<file path="config.mk">
export PLATFORM = sky130hd
export DESIGN_NAME = reg_scoreboard_flat
export DESIGN_NICKNAME = d
export VERILOG_FILES = /design/src/rtl/reg_scoreboard_if.sv /design/src/rtl/reg_scoreboard.sv /design/src/flat_wrapper.sv
export SDC_FILE = /design/constraint.sdc
export NUM_CORES = 1
export LEC_CHECK = 0
export ABC_AREA = 1
export ABC_CLOCK_PERIOD_IN_PS = 8500
export CORE_MARGIN = 1.5
export CORE_UTILIZATION = 40
export DETAILED_ROUTE_END_ITERATION = 8
export HOLD_SLACK_MARGIN = 0.05
export SLEW_MARGIN = 20
export SYNTH_ARGS = -nofsm -noshare
export SYNTH_HDL_FRONTEND = slang
export SYNTH_SLANG_ARGS = --single-unit
</file>
<file path="constraint.sdc">
create_clock -name clk -period 8.5 [get_ports clk]
set_input_delay 0.85 -clock clk [delete_from_list [all_inputs] [get_ports clk]]
set_output_delay 0.85 -clock clk [all_outputs]
set_load 0.01 [all_outputs]
</file>
<file path="src/rtl/reg_scoreboard_if.sv">
// Issue/query bundle between decode, the control path and reg_scoreboard.
// The master drives issue and query inputs; the slave (scoreboard) returns hazard flags.
interface reg_scoreboard_if;
  logic       issue_valid;
  logic       issue_write;
  logic       issue_from_mem;
  logic [4:0] issue_rd;
  logic       flush;
  logic [4:0] rs;
  logic [4:0] rt;
  logic       is_full_rnum1;
  logic       is_full_rnum2;
  logic       busy_any;
  logic [5:0] busy_count;

  modport master (
    output issue_valid, issue_write, issue_from_mem, issue_rd, flush, rs, rt,
    input  is_full_rnum1, is_full_rnum2, busy_any, busy_count
  );

  modport slave (
    input  issue_valid, issue_write, issue_from_mem, issue_rd, flush, rs, rt,
    output is_full_rnum1, is_full_rnum2, busy_any, busy_count
  );
endinterface

</file>
<file path="src/rtl/reg_scoreboard.sv">
// Register hazard scoreboard: per-register countdown of pending writes, combinational queries.
// Optional macro SCOREBOARD_BYPASS_EN hides a register's final pending cycle from the query flags.
module reg_scoreboard #(
  parameter int unsigned NREGS        = 32,
  parameter int unsigned ALU_LATENCY  = 2,
  parameter int unsigned LOAD_LATENCY = 3,
  parameter int unsigned CNT_W        = 2
) (
  input  logic             clk,
  input  logic             rst,
  reg_scoreboard_if.slave  sb_if
);

  if (NREGS < 2 || NREGS > 32) begin : g_bad_nregs
    $error("NREGS must lie in 2..32");
  end
  if (ALU_LATENCY < 1 || ALU_LATENCY > (2 ** CNT_W) - 1) begin : g_bad_alu
    $error("ALU_LATENCY must lie in 1..2^CNT_W-1");
  end
  if (LOAD_LATENCY < 1 || LOAD_LATENCY > (2 ** CNT_W) - 1) begin : g_bad_load
    $error("LOAD_LATENCY must lie in 1..2^CNT_W-1");
  end

  logic [CNT_W-1:0] r_cnt   [NREGS];
  logic [CNT_W-1:0] w_cnt_d [NREGS];
  logic [NREGS-1:0] w_pend;
  logic [NREGS-1:0] w_flag;
  logic             w_load;
  logic [CNT_W-1:0] w_load_val;
  logic             w_full1;
  logic             w_full2;
  logic [5:0]       w_count;

  assign w_load     = sb_if.issue_valid & sb_if.issue_write & (sb_if.issue_rd != 5'd0);
  assign w_load_val = sb_if.issue_from_mem ? CNT_W'(LOAD_LATENCY) : CNT_W'(ALU_LATENCY);

  // Flush beats issue; a load overrides the decrement and restarts a pending register.
  always_comb begin
    for (int unsigned i = 0; i < NREGS; i++) begin
      w_cnt_d[i] = (r_cnt[i] != '0) ? r_cnt[i] - CNT_W'(1) : '0;
      if (w_load && (32'(sb_if.issue_rd) == i)) begin
        w_cnt_d[i] = w_load_val;
      end
      if (sb_if.flush || (i == 0)) begin
        w_cnt_d[i] = '0;
      end
    end
  end

  always_ff @(posedge clk or posedge rst) begin
    if (rst) begin
      for (int unsigned i = 0; i < NREGS; i++) begin
        r_cnt[i] <= '0;
      end
    end else begin
      for (int unsigned i = 0; i < NREGS; i++) begin
        r_cnt[i] <= w_cnt_d[i];
      end
    end
  end

  always_comb begin
    w_pend  = '0;
    w_flag  = '0;
    w_full1 = 1'b0;
    w_full2 = 1'b0;
    w_count = '0;
    for (int unsigned i = 1; i < NREGS; i++) begin
      w_pend[i] = (r_cnt[i] != '0);
`ifdef SCOREBOARD_BYPASS_EN
      // Writeback forwarding covers the last pending cycle.
      w_flag[i] = (r_cnt[i] > CNT_W'(1));
`else
      w_flag[i] = w_pend[i];
`endif
      if (32'(sb_if.rs) == i) w_full1 = w_flag[i];
      if (32'(sb_if.rt) == i) w_full2 = w_flag[i];
      w_count = w_count + 6'(w_pend[i]);
    end
  end

  assign sb_if.is_full_rnum1 = w_full1;
  assign sb_if.is_full_rnum2 = w_full2;
  assign sb_if.busy_count    = w_count;
  assign sb_if.busy_any      = (w_count != 6'd0);

endmodule
</file>
<file path="src/flat_wrapper.sv">
// flat-port wrapper written by rule: the top's interface ports become plain ports
module reg_scoreboard_flat 
#(
  parameter int unsigned NREGS        = 32,
  parameter int unsigned ALU_LATENCY  = 2,
  parameter int unsigned LOAD_LATENCY = 3,
  parameter int unsigned CNT_W        = 2
)
  (clk, rst, sb_if_issue_valid, sb_if_issue_write, sb_if_issue_from_mem, sb_if_issue_rd, sb_if_flush, sb_if_rs, sb_if_rt, sb_if_is_full_rnum1, sb_if_is_full_rnum2, sb_if_busy_any, sb_if_busy_count);
  reg_scoreboard_if sb_if_i ();
  input  logic clk;
  input  logic rst;
  input wire logic [$bits(sb_if_i.issue_valid)-1:0] sb_if_issue_valid;
  input wire logic [$bits(sb_if_i.issue_write)-1:0] sb_if_issue_write;
  input wire logic [$bits(sb_if_i.issue_from_mem)-1:0] sb_if_issue_from_mem;
  input wire logic [$bits(sb_if_i.issue_rd)-1:0] sb_if_issue_rd;
  input wire logic [$bits(sb_if_i.flush)-1:0] sb_if_flush;
  input wire logic [$bits(sb_if_i.rs)-1:0] sb_if_rs;
  input wire logic [$bits(sb_if_i.rt)-1:0] sb_if_rt;
  output wire logic [$bits(sb_if_i.is_full_rnum1)-1:0] sb_if_is_full_rnum1;
  output wire logic [$bits(sb_if_i.is_full_rnum2)-1:0] sb_if_is_full_rnum2;
  output wire logic [$bits(sb_if_i.busy_any)-1:0] sb_if_busy_any;
  output wire logic [$bits(sb_if_i.busy_count)-1:0] sb_if_busy_count;
  assign sb_if_i.issue_valid = sb_if_issue_valid;
  assign sb_if_i.issue_write = sb_if_issue_write;
  assign sb_if_i.issue_from_mem = sb_if_issue_from_mem;
  assign sb_if_i.issue_rd = sb_if_issue_rd;
  assign sb_if_i.flush = sb_if_flush;
  assign sb_if_i.rs = sb_if_rs;
  assign sb_if_i.rt = sb_if_rt;
  assign sb_if_is_full_rnum1 = sb_if_i.is_full_rnum1;
  assign sb_if_is_full_rnum2 = sb_if_i.is_full_rnum2;
  assign sb_if_busy_any = sb_if_i.busy_any;
  assign sb_if_busy_count = sb_if_i.busy_count;
  reg_scoreboard #(.NREGS(NREGS), .ALU_LATENCY(ALU_LATENCY), .LOAD_LATENCY(LOAD_LATENCY), .CNT_W(CNT_W)) u_core (.clk(clk), .rst(rst), .sb_if(sb_if_i));
endmodule
</file>
==> metrics <==
Nets 714; r2r setup slk 7.65 ns; Slew Viols, Final 0; Total GRT Usage 22.23%; DRC 0; Die ar. 0.01197 mm^2; Die X 109.4 um; min cycle time layout 6.994 ns; outcome finished clean; Worst Hold End u_core.r_cnt[55]$_DFF_PP0_; postcts setup bufs 0; largest net degree at the start of global routing 63; worst-case clock buffer depth 2; worst slew pin tran 0.7655 ns; Distinct cells, synth 30; critical path arrival 6.14 ns; r2r endpoint u_core.r_cnt[56]$_DFF_PP0_; Critical Path Sink Type primary output; first-pass detailed-route iteration total 5; TritonCTS clock tree yes; worst skew pair latency 0.32 ns; CTS root buf clkbuf_16; drt wl/cell 15.30 um; skew final 0.005293 ns; post-synthesis sequential area ratio 34.25%; RSZ-0062 raised after global routing no; ANT cells 0; Post-synth EDFFs 0; share of cells above drive strength 1 7.057%; Final Wtd Congestion 0.9302; post-synthesis async set-or-reset flop share 100.0%; top cells by area, synth dfrtp_1 34%, nand2_1 11%, fa_1 10%; Detailed Route Iter0 Violations 304; Ys Warns 0; Critical Path Start Type register; I/O Pins 30; clock sink count 62; Largest regs u_core.r_cnt: 62 flops; Mean Syn Cell Area 7.122 um^2; WHS Path Cells 2; Final Hold Fails 0; clock buffer count from CTS 9; number of routed nets with antenna violations 0; WP data required 7.65 ns; Core ar. 0.01094 mm^2; first-pass GRT wire length 19.78 mm; Initial Utilization 41.42%; Synth area leader dfrtp_1; maximum net fanout on the critical path 3; Hold Path Class reg2reg; leak pwr 2.447 nW; VDD IR max 0.1090 mV; GRT overflow 0; final setup violation count 0; post-DP HPWL 9.238 mm; Syn Inst Count 636; max cap viols 0; number of global-route vias before repair 3967; largest reg by FF count u_core.r_cnt; fin crit share 82.28%; fillers 1134; Worst slew margin 48.96%; Synth-to-Final Area Change 15.11%; CTS clk-pin slew, worst paths 0.05 ns; R2R depth 4; power per cell area 135.2 mW/mm^2; Vias 4149; synthesized cell area 0.004529 mm^2; CP Class reg2out; Setup TNS 0 ns; Routed WL 12.33 mm; # rows 38; Final Cell Area 0.005214 mm^2; Most used DFF post-synth dfrtp_1; FF+latch count, synth 62; PostCTS Resize Cnt 0; Max H-tree Level 3; initial antenna violation count 0; Die Span Y 109.4 um; RR Startpoint u_core.r_cnt[57]$_DFF_PP0_; Post-DP Area 0.004943 mm^2; Peak Freq 0.1430 GHz; Post-CTS Hold Buffers 0; DR vias/cell 5.148; flip-flop count of the largest register after layout 62; startpoint of the worst hold path u_core.r_cnt[55]$_DFF_PP0_; Buffers on Ports 29; syn_nets 689; Synth top area share 34.25%
## routing by layer
metal,GRT usage [%],up-vias,routed length [um]
met3,3.497,22,710
met2,36.29,126,5696
met5,0,-,0
met1,29.84,1930,5580
met4,8.163,0,342
li1,-,2071,-
## synth_stat cells (15+ instances only)
master	n
a211oi_1	17
a21oi_1	34
clkbuf_1	15
dfrtp_1	62
fa_1	23
inv_1	103
nand2_1	132
nand3_1	23
nand4_1	25
nor2_1	106
o21ai_0	33
or2_2	16
## metrics by stage
step / cells / utilization, % / total power, mW / hold WS, ns / worst slack (ns)
2_1_floorplan: 636 / - / 0.3534 / 0.5015 / 2.422
3_3_place_gp: 790 / 45.21 / 0.3874 / 0.5092 / 1.927
3_5_place_dp: 790 / 45.21 / 0.3873 / 0.5156 / 1.883
4_1_cts: 806 / 47.65 / 0.7119 / 0.5224 / 1.492
5_1_grt: 806 / 47.68 / 0.7299 / 0.5426 / 1.212
6_report: 806 / 47.68 / 0.7047 / 0.5207 / 1.506
## worst max-delay path, cell delays in order, from the launching register on
cell and delay [ns]:
dfrtp_1 0.39, nor2_1 0.24, inv_1 0.07, ha_1 0.30, fa_1 0.51, fa_1 0.52, fa_1 0.51, fa_1 0.52
fa_1 0.52, fa_1 0.55, ha_1 0.14, inv_1 0.06, fa_1 0.40, o21ai_0 0.23, xor2_1 0.20, nor2_1 0.07
nand3_1 0.06, clkdlybuf4s50_1 0.53
## how the worst max path moves through the flow
stage | from | end | depth (start not counted) | slack [ns]
floorplan | u_core.r_cnt[60]$_DFF_PP0_ | sb_if_busy_any | 16 | 2.42
global placement | u_core.r_cnt[58]$_DFF_PP0_ | sb_if_busy_any | 17 | 1.93
detailed placement | u_core.r_cnt[58]$_DFF_PP0_ | sb_if_busy_any | 17 | 1.88
CTS | u_core.r_cnt[58]$_DFF_PP0_ | sb_if_busy_any | 17 | 1.49
global route | u_core.r_cnt[60]$_DFF_PP0_ | sb_if_busy_any | 17 | 1.21
finish | u_core.r_cnt[58]$_DFF_PP0_ | sb_if_busy_any | 17 | 1.51
## layout by cell type (no fill, tap or decap), types with 2 or more instances in the layout
master | Yosys | layout
ha_1 | 9 | 9
o2111ai_1 | 2 | 2
a21oi_1 | 34 | 34
clkdlybuf4s50_1 | 0 | 28
clkinv_2 | 0 | 3
inv_2 | 3 | 4
nor4_1 | 6 | 6
nor2_2 | 4 | 4
nand2_1 | 132 | 132
nand4_1 | 25 | 25
inv_1 | 103 | 102
clkbuf_16 | 0 | 9
a211oi_1 | 17 | 17
xor2_1 | 2 | 2
clkinvlp_4 | 0 | 2
fa_1 | 23 | 23
nor2_1 | 106 | 106
buf_4 | 0 | 4
dfrtp_1 | 62 | 62
or2_2 | 16 | 16
nand3_1 | 23 | 23
o21ai_0 | 33 | 33
nor3_1 | 9 | 9
## final cells by class
type | instances | area [um^2] | share of cell area [%]
clock inverter | 6 | 38.79 | 0.7439
timing repair buffer | 32 | 310.3 | 5.952
multi-input combinational | 449 | 2507 | 48.09
sequential | 62 | 1551 | 29.76
tap | 140 | 175.2 | 3.360
clock buffer | 10 | 229.0 | 4.392
inverter | 107 | 401.6 | 7.703
## where the power goes
part	total (mW)	switching (mW)	leakage (nW)	internal, mW
registers	0.297	0.000814	0.866	0.297
clock network	0.323	0.127	0.128	0.196
logic	0.0846	0.0554	1.45	0.0292
## cells by family after synthesis
kind of cell	synth area share (%)
AOI/OAI and AO/OA	11.22
adders and majority gates	12.65
buffers and inverters	10.39
and+or+nand+nor	30.91
xor gates and xnor gates	0.5802
DFF	34.25
(Power assumes the default switching activity.)
